`src/rtl/dot_accum_ctrl.sv`:
```
// dot_accum_ctrl: sequences N_TERMS product terms through an external
// accumulate-mux and hands the completed sum to a valid/ready consumer.
//
// Ports:
//   clk, rst               clock, synchronous active-high reset
//   in_valid/in_ready      upstream handshake for in_data (8-bit term)
//   mac_x, mac_y           accumulate-mux operands (x = term, y = acc)
//   mac_clear, mac_ld      accumulate-mux selects (mutually exclusive)
//   mac_out                accumulate-mux result, loaded into acc
//   out_valid/out_ready    downstream handshake for out_data (10-bit)
module dot_accum_ctrl #(
   parameter int unsigned N_TERMS = 4
) (
   input  logic       clk,
   input  logic       rst,
   input  logic       in_valid,
   output logic       in_ready,
   input  logic [7:0] in_data,
   output logic [7:0] mac_x,
   output logic [9:0] mac_y,
   output logic       mac_clear,
   output logic       mac_ld,
   input  logic [9:0] mac_out,
   output logic       out_valid,
   input  logic       out_ready,
   output logic [9:0] out_data
);

   typedef enum logic {
      ACCUM = 1'b0,
      HOLD  = 1'b1
   } state_e;

   localparam logic [1:0] LAST_CNT = 2'(N_TERMS - 1);

   state_e     state_q, state_d;
   logic [9:0] acc_q;
   logic [1:0] cnt_q, cnt_d;

   // acc tracks the mux output every cycle; the mux itself
   // decides hold / add / clear through mac_ld and mac_clear.
   always_ff @(posedge clk) begin
      if (rst) begin
         state_q <= ACCUM;
         acc_q   <= '0;
         cnt_q   <= '0;
      end else begin
         state_q <= state_d;
         acc_q   <= mac_out;
         cnt_q   <= cnt_d;
      end
   end

   always_comb begin
      state_d   = state_q;
      cnt_d     = cnt_q;
      in_ready  = 1'b0;
      out_valid = 1'b0;
      mac_clear = 1'b0;
      mac_ld    = 1'b0;
      if (rst) begin
         // keep the mux output at zero so nothing is absorbed
         mac_clear = 1'b1;
      end else begin
         case (state_q)
            ACCUM: begin
               in_ready = 1'b1;
               mac_ld   = in_valid;
               if (in_valid) begin
                  if (cnt_q == LAST_CNT) begin
                     cnt_d   = '0;
                     state_d = HOLD;
                  end else begin
                     cnt_d = cnt_q + 2'd1;
                  end
               end
            end
            HOLD: begin
               out_valid = 1'b1;
               if (out_ready) begin
                  // clear on the handoff cycle; next term
                  // is taken only after the ACCUM bubble
                  mac_clear = 1'b1;
                  state_d   = ACCUM;
               end
            end
            default: begin
               state_d = ACCUM;
            end
         endcase
      end
   end

   assign mac_x    = in_data;
   assign mac_y    = acc_q;
   assign out_data = acc_q;

   sel_mutex_a: assert property (
      @(posedge clk) !(mac_clear && mac_ld)
   );

   hold_stable_a: assert property (
      @(posedge clk) disable iff (rst)
      (out_valid && !out_ready) |=> $stable(out_data)
   );

endmodule

```
`config.mk`:
```
export PLATFORM = sky130hd
export DESIGN_NAME = dot_accum_ctrl
export DESIGN_NICKNAME = d
export VERILOG_FILES = /design/src/rtl/dot_accum_ctrl.sv
export SDC_FILE = /design/constraint.sdc
export NUM_CORES = 1
export LEC_CHECK = 0
export ABC_CLOCK_PERIOD_IN_PS = 1180
export CAP_MARGIN = 10
export CORE_MARGIN = 5
export CORE_UTILIZATION = 28
export CTS_BUF_LIST = sky130_fd_sc_hd__clkbuf_8
export CTS_CLUSTER_DIAMETER = 30
export CTS_CLUSTER_SIZE = 30
export DETAILED_ROUTE_END_ITERATION = 10
export GPL_ROUTABILITY_DRIVEN = 0
export HOLD_SLACK_MARGIN = 0.03
export PLACE_DENSITY = 0.86
export SYNTH_ARGS = -nofsm -noshare
export SYNTH_HDL_FRONTEND = slang
export SYNTH_SLANG_ARGS = --single-unit
```
`constraint.sdc`:
```
create_clock -name clk -period 1.18 [get_ports clk]
set_clock_uncertainty 0.2 [all_clocks]
set_input_delay 0.236 -clock clk [delete_from_list [all_inputs] [get_ports clk]]
set_output_delay 0.236 -clock clk [all_outputs]
set_load 0.1 [all_outputs]
```
==> summary.txt, run 1 <==
Clock tree
  – Skew-Pair Late Insertion Delay: ~0.24 ns
  – CTS root buf: clkbuf_8
  – Clock-pin slew on the worst setup and hold paths: about 0.050 ns
  – Total CTS buffers: 3
  – Total clock sinks: 13
  – Hold Buf Count CTS: 0
  – CTS tree: built
  – CTS H-tree depth: 1
  – Clock Tree Buf Depth: 2

Global routing
  – Global-route usage over all layers: approximately a tenth
  – Routing usage on met1: about a tenth
  – Overflow after GRT: 0
  – Initial antenna violation count: 0
  – Largest net degree at the start of global routing: 8
  – First-pass GRT wire length: 2.41 mm
  – Global Route met3 Usage: between 2 and 3%
  – Met2 GRT Util: 17.2%
  – Number of global-route vias before repair: ~500
  – GR peak layer: met2

Cells and area
  – Post-layout util: 64.7%
  – N_diodes: 0
  – Area overhead of the layout relative to synthesis: 120%
  – Share of layout cells above drive strength 1: 66.7%
  – Layout fillers: 138
  – Final Cell Area: 1270 um2
  – Layout net count: 111
  – Final non-filler cell total: 114

Timing
  – TNS Setup: -1.73 ns
  – Tmin final: 1.49 ns
  – Slew Viols, Final: 0
  – Worst setup margin: -0.307 ns
  – Final cycle utilization of the critical path: 126%
  – Max Fclk: 0.672 GHz
  – Worst-Margin Slew: 0.116 ns
  – Setup violators final: 24
  – Hold Violations, Final: 0
  – Final hold slack: roughly 0.24 ns
  – RSZ-0062 raised after global routing: true
  – Max_slew headroom: 92.1%

Critical path
  – CP cell instances: nor2b_4 -> nor2b_4 -> buf_12
  – CP Data Arrival Time: 1.05 ns
  – Worst path slowest cell: dfxtp_4
  – Critical Path Max Stage Delay: 0.36 ns
  – Crit Path Category: reg -> out
  – Most used cell, CP: nor2b_4
  – Nature of the critical path startpoint: flip-flop
  – Buffers and inverters on the worst path: 1
  – CP Capture Type: output pin
  – Delay-heaviest family, CP: flip-flops
  – Crit Path Max Fanout: 5
  – Critical Path RT: approximately 0.74 ns
  – Reg2reg setup slack: ~0.040 ns

Route
  – Initial DRC count: 4
  – DR pass1 iterations: 2
  – DR WL/cell: 12.7 um
  – Antenna Nets Post-Route: 0
  – Vias per cell: 3.95
  – Vias: 450
  – # DRC: 0
  – Final wirelength: ~1.4 mm

Logic synthesis
  – Mean Syn Cell Area: 10.3 um2
  – Synthesis Warnings: 0
  – Seq cells post-synth: 13
  – Synth cell types: 13
  – Area share of the largest cell type after synthesis: 45.0%
  – Synth area leader: dfxtp_1
  – Seq/Total Area, Yosys: 45.0%
  – Synthesized cell area: 578 um2
  – Synth top area cells: dfxtp_1 45%, buf_4 23%, nor2b_1 12%
  – Syn Inst Count: 56
  – Syn Nets: 79

Die
  – Core area: a little under 2000 um2
  – Die Wd: 55.4 um
  – Row count: 16
  – Die area: around 3100 um2
  – Initial core utilization: between 20% and 30%
  – IO Count: 54
  – Die height: 55.4 um

Run status
  – Violated checks: negative setup slack
  – Status: finished, violations left

Pwr
  – Pwr Density: 1160 nW/um2
  – Pleak: 0.536 nW
  – Tot Pwr: approximately 1.5 mW
  – Worst VDD drop: around 0.54 mV

Placement
  – DP Wirelength: ~1.2 mm
  – I/O Buffers: 37
  – Placed Instance Area: 1180 um2
  – Setup WS pre-CTS: -0.507 ns
  – Placed Cells: 107

Flow run
  – Max-cap violations: 0

Worst hold path
  – Worst hold-check path type: in -> reg
==> layout make-up <==
cell class	count	area (um2)	share of cell area, %
Clock buffer	3	41.3	3.25
Clock inverter	1	3.75	0.296
Multi-Input combinational cell	24	210	16.6
Sequential cell	13	304	23.9
Tap cell	27	33.8	2.66
Timing Repair Buffer	46	677	53.3
==> sequential cells by signal, indices dropped and copies added (netlist names) <==
register  cells
mac_y        10
cnt_q         2
state_q       1
==> synthesized netlist by cell type (all sizes together) <==
library cell	n
a21o	1
buf	19
dfxtp	13
ha	1
mux2	1
mux2i	2
nand2	1
nor2	5
nor2b	13
==> path summary, 6_finish.rpt <==
check,startpoint,end,cells after the start
worst min register to register,cnt_q[1],cnt_q[1],2
worst min-delay path,out_ready,state_q,3
worst max register to register,cnt_q[1],state_q,4
worst max-delay path,state_q,mac_ld,3
==> placed cells by master, fill, tap and decap left out, drive strengths merged, types with 2 or more instances in the layout <==
cell           Yosys  routed
buf               19      33
clkbuf             0       3
clkdlybuf4s50      0      10
dfxtp             13      13
dlygate4sd2        0       2
mux2i              2       2
nor2               5       5
nor2b             13      13
==> layer usage <==
metal	vias up	share of wire [%]
met5	-	0
met3	2	5.7
li1	219	-
met2	22	54
met1	207	39
met4	0	1.3
==> power breakdown <==
group | internal (mW) | switching [mW] | leakage (nW)
Combinational | 0.240 | 0.366 | 0.394
Sequential | 0.456 | 0.0358 | 0.115
Clock | 0.229 | 0.146 | 0.0269
Total | 0.924 | 0.548 | 0.536
==> cells by family (layout without fill, tap and decap cells) <==
kind of cell    after synthesis  in the layout  share of synthesized area [%]
simple gates                 19             19                           20.1
flops                        13             13                           45.0
fa+ha+maj                     1              1                           2.16
compound gates                1              1                           1.30
mux                           3              3                           6.06
buf+inv                      19             50                           25.3
==> worst register-to-register path, cell delays in order, from the launching register on <==
cell and delay (ns):
dfxtp_2 0.35, ha_4 0.14, nand2_1 0.05, mux2_4 0.28, nor2_4 0.07
==> what timing repair did <==
action                                  in CTS  in global routing
setup buffers                                2                  1
endpoints found under the setup margin      27                 25
resized for setup                            9                  2
pin swaps                                    1                  1
(Power assumes the default switching activity.)
==> run 2: changes to the inputs <==
==> config.mk (replaced) <==
export PLATFORM = sky130hd
export DESIGN_NAME = dot_accum_ctrl
export DESIGN_NICKNAME = d
export VERILOG_FILES = /design/src/rtl/dot_accum_ctrl.sv
export SDC_FILE = /design/constraint.sdc
export NUM_CORES = 1
export LEC_CHECK = 0
export ABC_CLOCK_PERIOD_IN_PS = 1900
export CAP_MARGIN = 10
export CORE_ASPECT_RATIO = 1.1
export CORE_MARGIN = 5
export CORE_UTILIZATION = 33
export CTS_BUF_LIST = sky130_fd_sc_hd__clkbuf_8
export CTS_CLUSTER_DIAMETER = 30
export CTS_CLUSTER_SIZE = 30
export DETAILED_ROUTE_END_ITERATION = 10
export GPL_ROUTABILITY_DRIVEN = 0
export HOLD_SLACK_MARGIN = 0.03
export PLACE_DENSITY = 0.94
export SYNTH_ARGS = -nofsm -noshare
export SYNTH_HDL_FRONTEND = slang
export SYNTH_SLANG_ARGS = --single-unit
==> constraint.sdc (replaced) <==
create_clock -name clk -period 1.9 [get_ports clk]
set_clock_uncertainty 0.2 [all_clocks]
set_input_delay 0.38 -clock clk [delete_from_list [all_inputs] [get_ports clk]]
set_output_delay 0.38 -clock clk [all_outputs]
set_load 0.1 [all_outputs]
==> summary.txt, run 2 (synthesis gave the netlist of run 1 again) <==
Run status
  – Status: finished, final reports clean

Critical path
  – CP startpoint: out_ready
  – Reg2reg setup slack: around 0.68 ns
  – CP Data Arrival Time: 1.20 ns
  – Reg2Reg Launch Point: state_q
  – WP depth: 3
  – CP Capture Type: output pin
  – Critical Path Max Stage Delay: about 0.48 ns
  – Nature of the critical path startpoint: input port
  – End point of the critical path: mac_clear
  – R2r endpoint: cnt_q[1]
  – Worst Reg-to-Reg Cells: 4
  – Critical Path RT: 1.32 ns
  – Crit Path Category: in -> out
  – Crit Path Max Fanout: 2
  – Buffers and inverters on the worst path: 2
  – Worst path slowest cell: clkdlybuf4s50_1
  – CP cell instances: clkdlybuf4s50_1 -> a21o_1 -> buf_12
  – Delay-heaviest family, CP: buffers and inverters

Route
  – Antenna Nets Post-Route: 0
  – Initial DRC count: 5
  – DR pass1 iterations: 4
  – # DRC: 0
  – Vias per cell: 4.50
  – Final wirelength: 1.35 mm
  – Vias: 441
  – DR WL/cell: 13.7 um

Flow run
  – Max-cap violations: 0

Cells and area
  – Area occupied by multi-input gates: 181 um2
  – Commonest cells after routing, fill and taps aside: 24 x buf_12, 11 x clkdlybuf4s50_1, 10 x nor2b_1, 10 x dfxtp_2
  – Layout fillers: 97
  – Area overhead of the layout relative to synthesis: 99.1%
  – Final Cell Area: 1150 um2
  – Storage element area: 273 um2
  – Post-layout util: 71.3%
  – Share of layout cells above drive strength 1: 56.8%
  – Max reg flops: 10
  – N_diodes: 0
  – Commonest non-fill, non-tap cell in the layout: buf_12
  – Layout net count: 105

Timing
  – Max_slew headroom: 78.5%
  – Final cycle utilization of the critical path: a little over nine tenths
  – Worst-Margin Slew: 0.323 ns
  – RSZ-0062 raised after global routing: false
  – Slew Viols, Final: 0
  – Max Fclk: 0.560 GHz
  – Setup violators final: 0
  – Hold Violations, Final: 0
  – Tmin final: about 1.8 ns

Clock tree
  – Total CTS buffers: 3
  – CTS tree: built
  – Clock-pin slew on the worst setup and hold paths: 0.05 ns
  – CTS H-tree depth: 1
  – Skew-Pair Late Insertion Delay: 0.24 ns
  – Hold Buf Count CTS: 0
  – Post-cts sizing count: 3
  – Clock Tree Buf Depth: 2
  – Setup bufs post-CTS: 0
  – CTS root buf: clkbuf_8
  – Total clock sinks: 13

Placement
  – I/O Buffers: 37
  – DP Wirelength: about 1.2 mm
  – Placed Instance Area: around 1100 um2

Global routing
  – First-pass GRT wire length: slightly below 2 mm
  – Largest net degree at the start of global routing: 10
  – Number of global-route vias before repair: 451
  – Overflow after GRT: 0
  – Initial antenna violation count: 0
  – Global-route usage over all layers: 10.6%

Die
  – IO Count: 54
  – Die area: roughly 2700 um2
  – Die height: 53.9 um
  – Core area: 1610 um2
  – Initial core utilization: 35.8%
  – Die Wd: 49.9 um
  – Row count: 15

Pwr
  – Worst VDD drop: between 0.5 and 0.6 mV
  – Pleak: 0.502 nW
  – Pwr Density: 786 nW/um2

Worst hold path
  – Worst hold-check path type: reg -> reg
-- run 2: cell count changes in the layout (fill, tap and decap cells not counted), moves of 2 or more --
cell	previous run	this run
dfxtp_1	0	3
dfxtp_4	11	0
buf_4	9	3
dfxtp_2	2	10
nor2_4	2	0
nor2_2	0	2
-- run 2: cell type report --
class                   count  area share, %
multi-input cells          24           15.8
clock inverters             1          0.326
well taps                  17           1.85
repair buffers             40           54.8
clock buffers               3           3.59
flip-flops and latches     13           23.7
-- run 2: power by group --
| part | switching, mW | total (mW) | internal (mW) | leakage, nW |
|---|---|---|---|---|
| registers | 0.0213 | 0.313 | 0.292 | 0.111 |
| clock network | 0.0863 | 0.228 | 0.142 | 0.0269 |
| logic | 0.224 | 0.364 | 0.139 | 0.364 |
| total | 0.332 | 0.904 | 0.572 | 0.502 |
-- run 2: worst min path at each step --
stage | startpoint | end | cells past startpoint
CTS | cnt_q[0] | cnt_q[0] | 2
finish | cnt_q[0] | cnt_q[0] | 2
global placement | cnt_q[1] | cnt_q[1] | 2
global route | cnt_q[0] | cnt_q[0] | 2
detailed placement | cnt_q[0] | cnt_q[0] | 2
floorplan | rst | mac_y[0] | 1
-- run 2: tightest hold or removal path, cell delays in order, from the launching register on --
cell	delay (ns)
dfxtp_1	0.34
mux2i_1	0.08
nor2_1	0.07
-- run 2: metal layers --
metal,up-vias,part of all wire (%),track usage (%)
li1,204,-,-
met1,205,29,6.34
met2,28,61,23.7
met3,4,7.6,3.88
met4,0,2.8,7.86
met5,-,0,0
-- run 2: per-stage QoR --
stage	hold slack [ns]	TNS, ns	power (mW)	cells	setup slack (ns)
after floorplan	0.244	-0.0552	0.620	56	-0.0552
after global placement	0.277	-0.0633	0.678	94	-0.0371
after detailed placement	0.324	-0.151	0.685	94	-0.103
after CTS	0.337	0	0.915	98	0.113
after global routing	0.347	0	0.942	98	0.0857
final	0.331	0	0.904	98	0.116
==> run 3: changes to the inputs <==
--- a/config.mk
+++ b/config.mk
@@ -16,6 +16,7 @@
 export DETAILED_ROUTE_END_ITERATION = 10
 export GPL_ROUTABILITY_DRIVEN = 0
 export HOLD_SLACK_MARGIN = 0.03
+export MAX_ROUTING_LAYER = met4
 export PLACE_DENSITY = 0.94
 export SYNTH_ARGS = -nofsm -noshare
 export SYNTH_HDL_FRONTEND = slang
==> summary.txt, run 3 (synthesis gave the netlist of run 1 again) <==
Run status
  – Status: finished, final reports clean

Worst hold path
  – Worst hold-check path type: reg -> reg
  – Hold Crit Start: cnt_q[0]
  – Hold depth: 2
  – Hold Path End: cnt_q[0]

Route
  – Vias: 441
  – DR WL/cell: ~14 um
  – # DRC: 0
  – Initial DRC count: 5
  – DR pass1 iterations: 4
  – Antenna Nets Post-Route: 0
  – Final wirelength: 1.35 mm
  – Vias per cell: roughly 4.5

Timing
  – Slew Viols, Final: 0
  – Worst-Margin Slew: 0.323 ns
  – Tmin final: ~1.8 ns
  – RSZ-0062 raised after global routing: false
  – Max Fclk: 0.560 GHz
  – Final cycle utilization of the critical path: 93.9%
  – Hold Violations, Final: 0
  – Worst setup margin: 0.116 ns
  – Max_slew headroom: between 70 and 80%
  – Setup violators final: 0

Critical path
  – Crit Path Max Fanout: 2
  – CP Capture Type: output pin
  – CP Data Arrival Time: roughly 1.2 ns
  – R2r endpoint: cnt_q[1]
  – Critical Path RT: 1.32 ns
  – Crit Path Category: in -> out
  – Reg2Reg Launch Point: state_q
  – Reg2reg setup slack: 0.68 ns
  – Nature of the critical path startpoint: input port
  – Worst Reg-to-Reg Cells: 4

Die
  – Initial core utilization: 35.8%
  – Core area: around 1600 um2
  – Die Wd: between 40 and 50 um
  – Die height: between 50 and 60 um
  – IO Count: 54
  – Die area: between 2000 and 3000 um2
  – Row count: 15

Clock tree
  – CTS H-tree depth: 1
  – CTS tree: built
  – CTS root buf: clkbuf_8
  – Total clock sinks: 13
  – Total CTS buffers: 3
  – Skew-Pair Late Insertion Delay: between 0.2 and 0.25 ns
  – Hold Buf Count CTS: 0
  – Clock Tree Buf Depth: 2
  – Setup bufs post-CTS: 0
  – Clock-pin slew on the worst setup and hold paths: 0.05 ns

Global routing
  – Initial antenna violation count: 0
  – Number of global-route vias before repair: 451
  – First-pass GRT wire length: 1.97 mm
  – Overflow after GRT: 0
  – Largest net degree at the start of global routing: 10
  – Global-route usage over all layers: 11.0%

Cells and area
  – Max reg flops: 10
  – N_diodes: 0
  – Layout net count: between 100 and 150
  – Post-layout util: a little under three quarters
  – Commonest cells after routing, fill and taps aside: 24 x buf_12, 11 x clkdlybuf4s50_1, 10 x nor2b_1, 10 x dfxtp_2
  – Commonest non-fill, non-tap cell in the layout: buf_12
  – Final non-filler cell total: 98
  – Share of layout cells above drive strength 1: 56.8%
  – Area overhead of the layout relative to synthesis: 99.1%

Placement
  – Placed Cells: 94
  – DP Wirelength: 1.25 mm
  – Setup WS pre-CTS: -0.103 ns
  – I/O Buffers: 37

Pwr
  – Worst VDD drop: 0.588 mV
  – Pleak: 0.502 nW
  – Pwr Density: 786 nW/um2

Flow run
  – Max-cap violations: 0
## run 3: cell counts in the layout (fill, tap and decap cells not counted)
Identical to the previous run, type by type.
## run 3: stage by stage
step	setup TNS, ns	area [um2]	hold slack (ns)	total power [mW]
after floorplan	-0.0552	596	0.244	0.620
after global placement	-0.0633	1100	0.277	0.678
after detailed placement	-0.151	1100	0.324	0.685
after CTS	0	1150	0.337	0.915
after global routing	0	1150	0.347	0.942
final	0	1150	0.331	0.904
## run 3: worst max-delay path by stage
stage	cells past startpoint	from	slack, ns	endpoint
after global routing	3	out_ready	0.09	mac_clear
after floorplan	2	in_valid	-0.06	mac_ld
after global placement	4	in_valid	-0.04	mac_ld
after detailed placement	4	in_valid	-0.10	mac_ld
after CTS	3	out_ready	0.11	mac_clear
final	3	out_ready	0.12	mac_clear
## run 3: cell type report
type / count / area (um2)
Clock inverter: 1 / 3.75
Clock buffer: 3 / 41.3
Timing Repair Buffer: 40 / 631
Fill cell: 97 / 463
Tap cell: 17 / 21.3
Sequential cell: 13 / 273
Multi-Input combinational cell: 24 / 181
## run 3: worst max-delay path, stage by stage
cell and delay, ns:
clkdlybuf4s50_1 0.48, a21o_1 0.16, buf_12 0.18
## run 3: layer usage
| layer | share of wire [%] | GRT usage, % | wire [um] |
|---|---|---|---|
| met1 | 29 | 6.68 | 397 |
| met2 | 61 | 23.7 | 820 |
| met3 | 6.8 | 3.32 | 91 |
| met4 | 2.8 | 7.86 | 38 |
| met5 | 0 | - | 0 |
## run 3: repair_timing
| action | 4_1_cts | 5_1_grt |
|---|---|---|
| resized for setup | 3 | 0 |
| endpoints found under the hold margin | 0 | 0 |
| setup endpoints to repair | 3 | 0 |
## run 3: power by group
group          internal, mW  total (mW)  switching [mW]
combinational         0.139       0.363           0.224
sequential            0.292       0.313          0.0212
clock                 0.142       0.228          0.0863
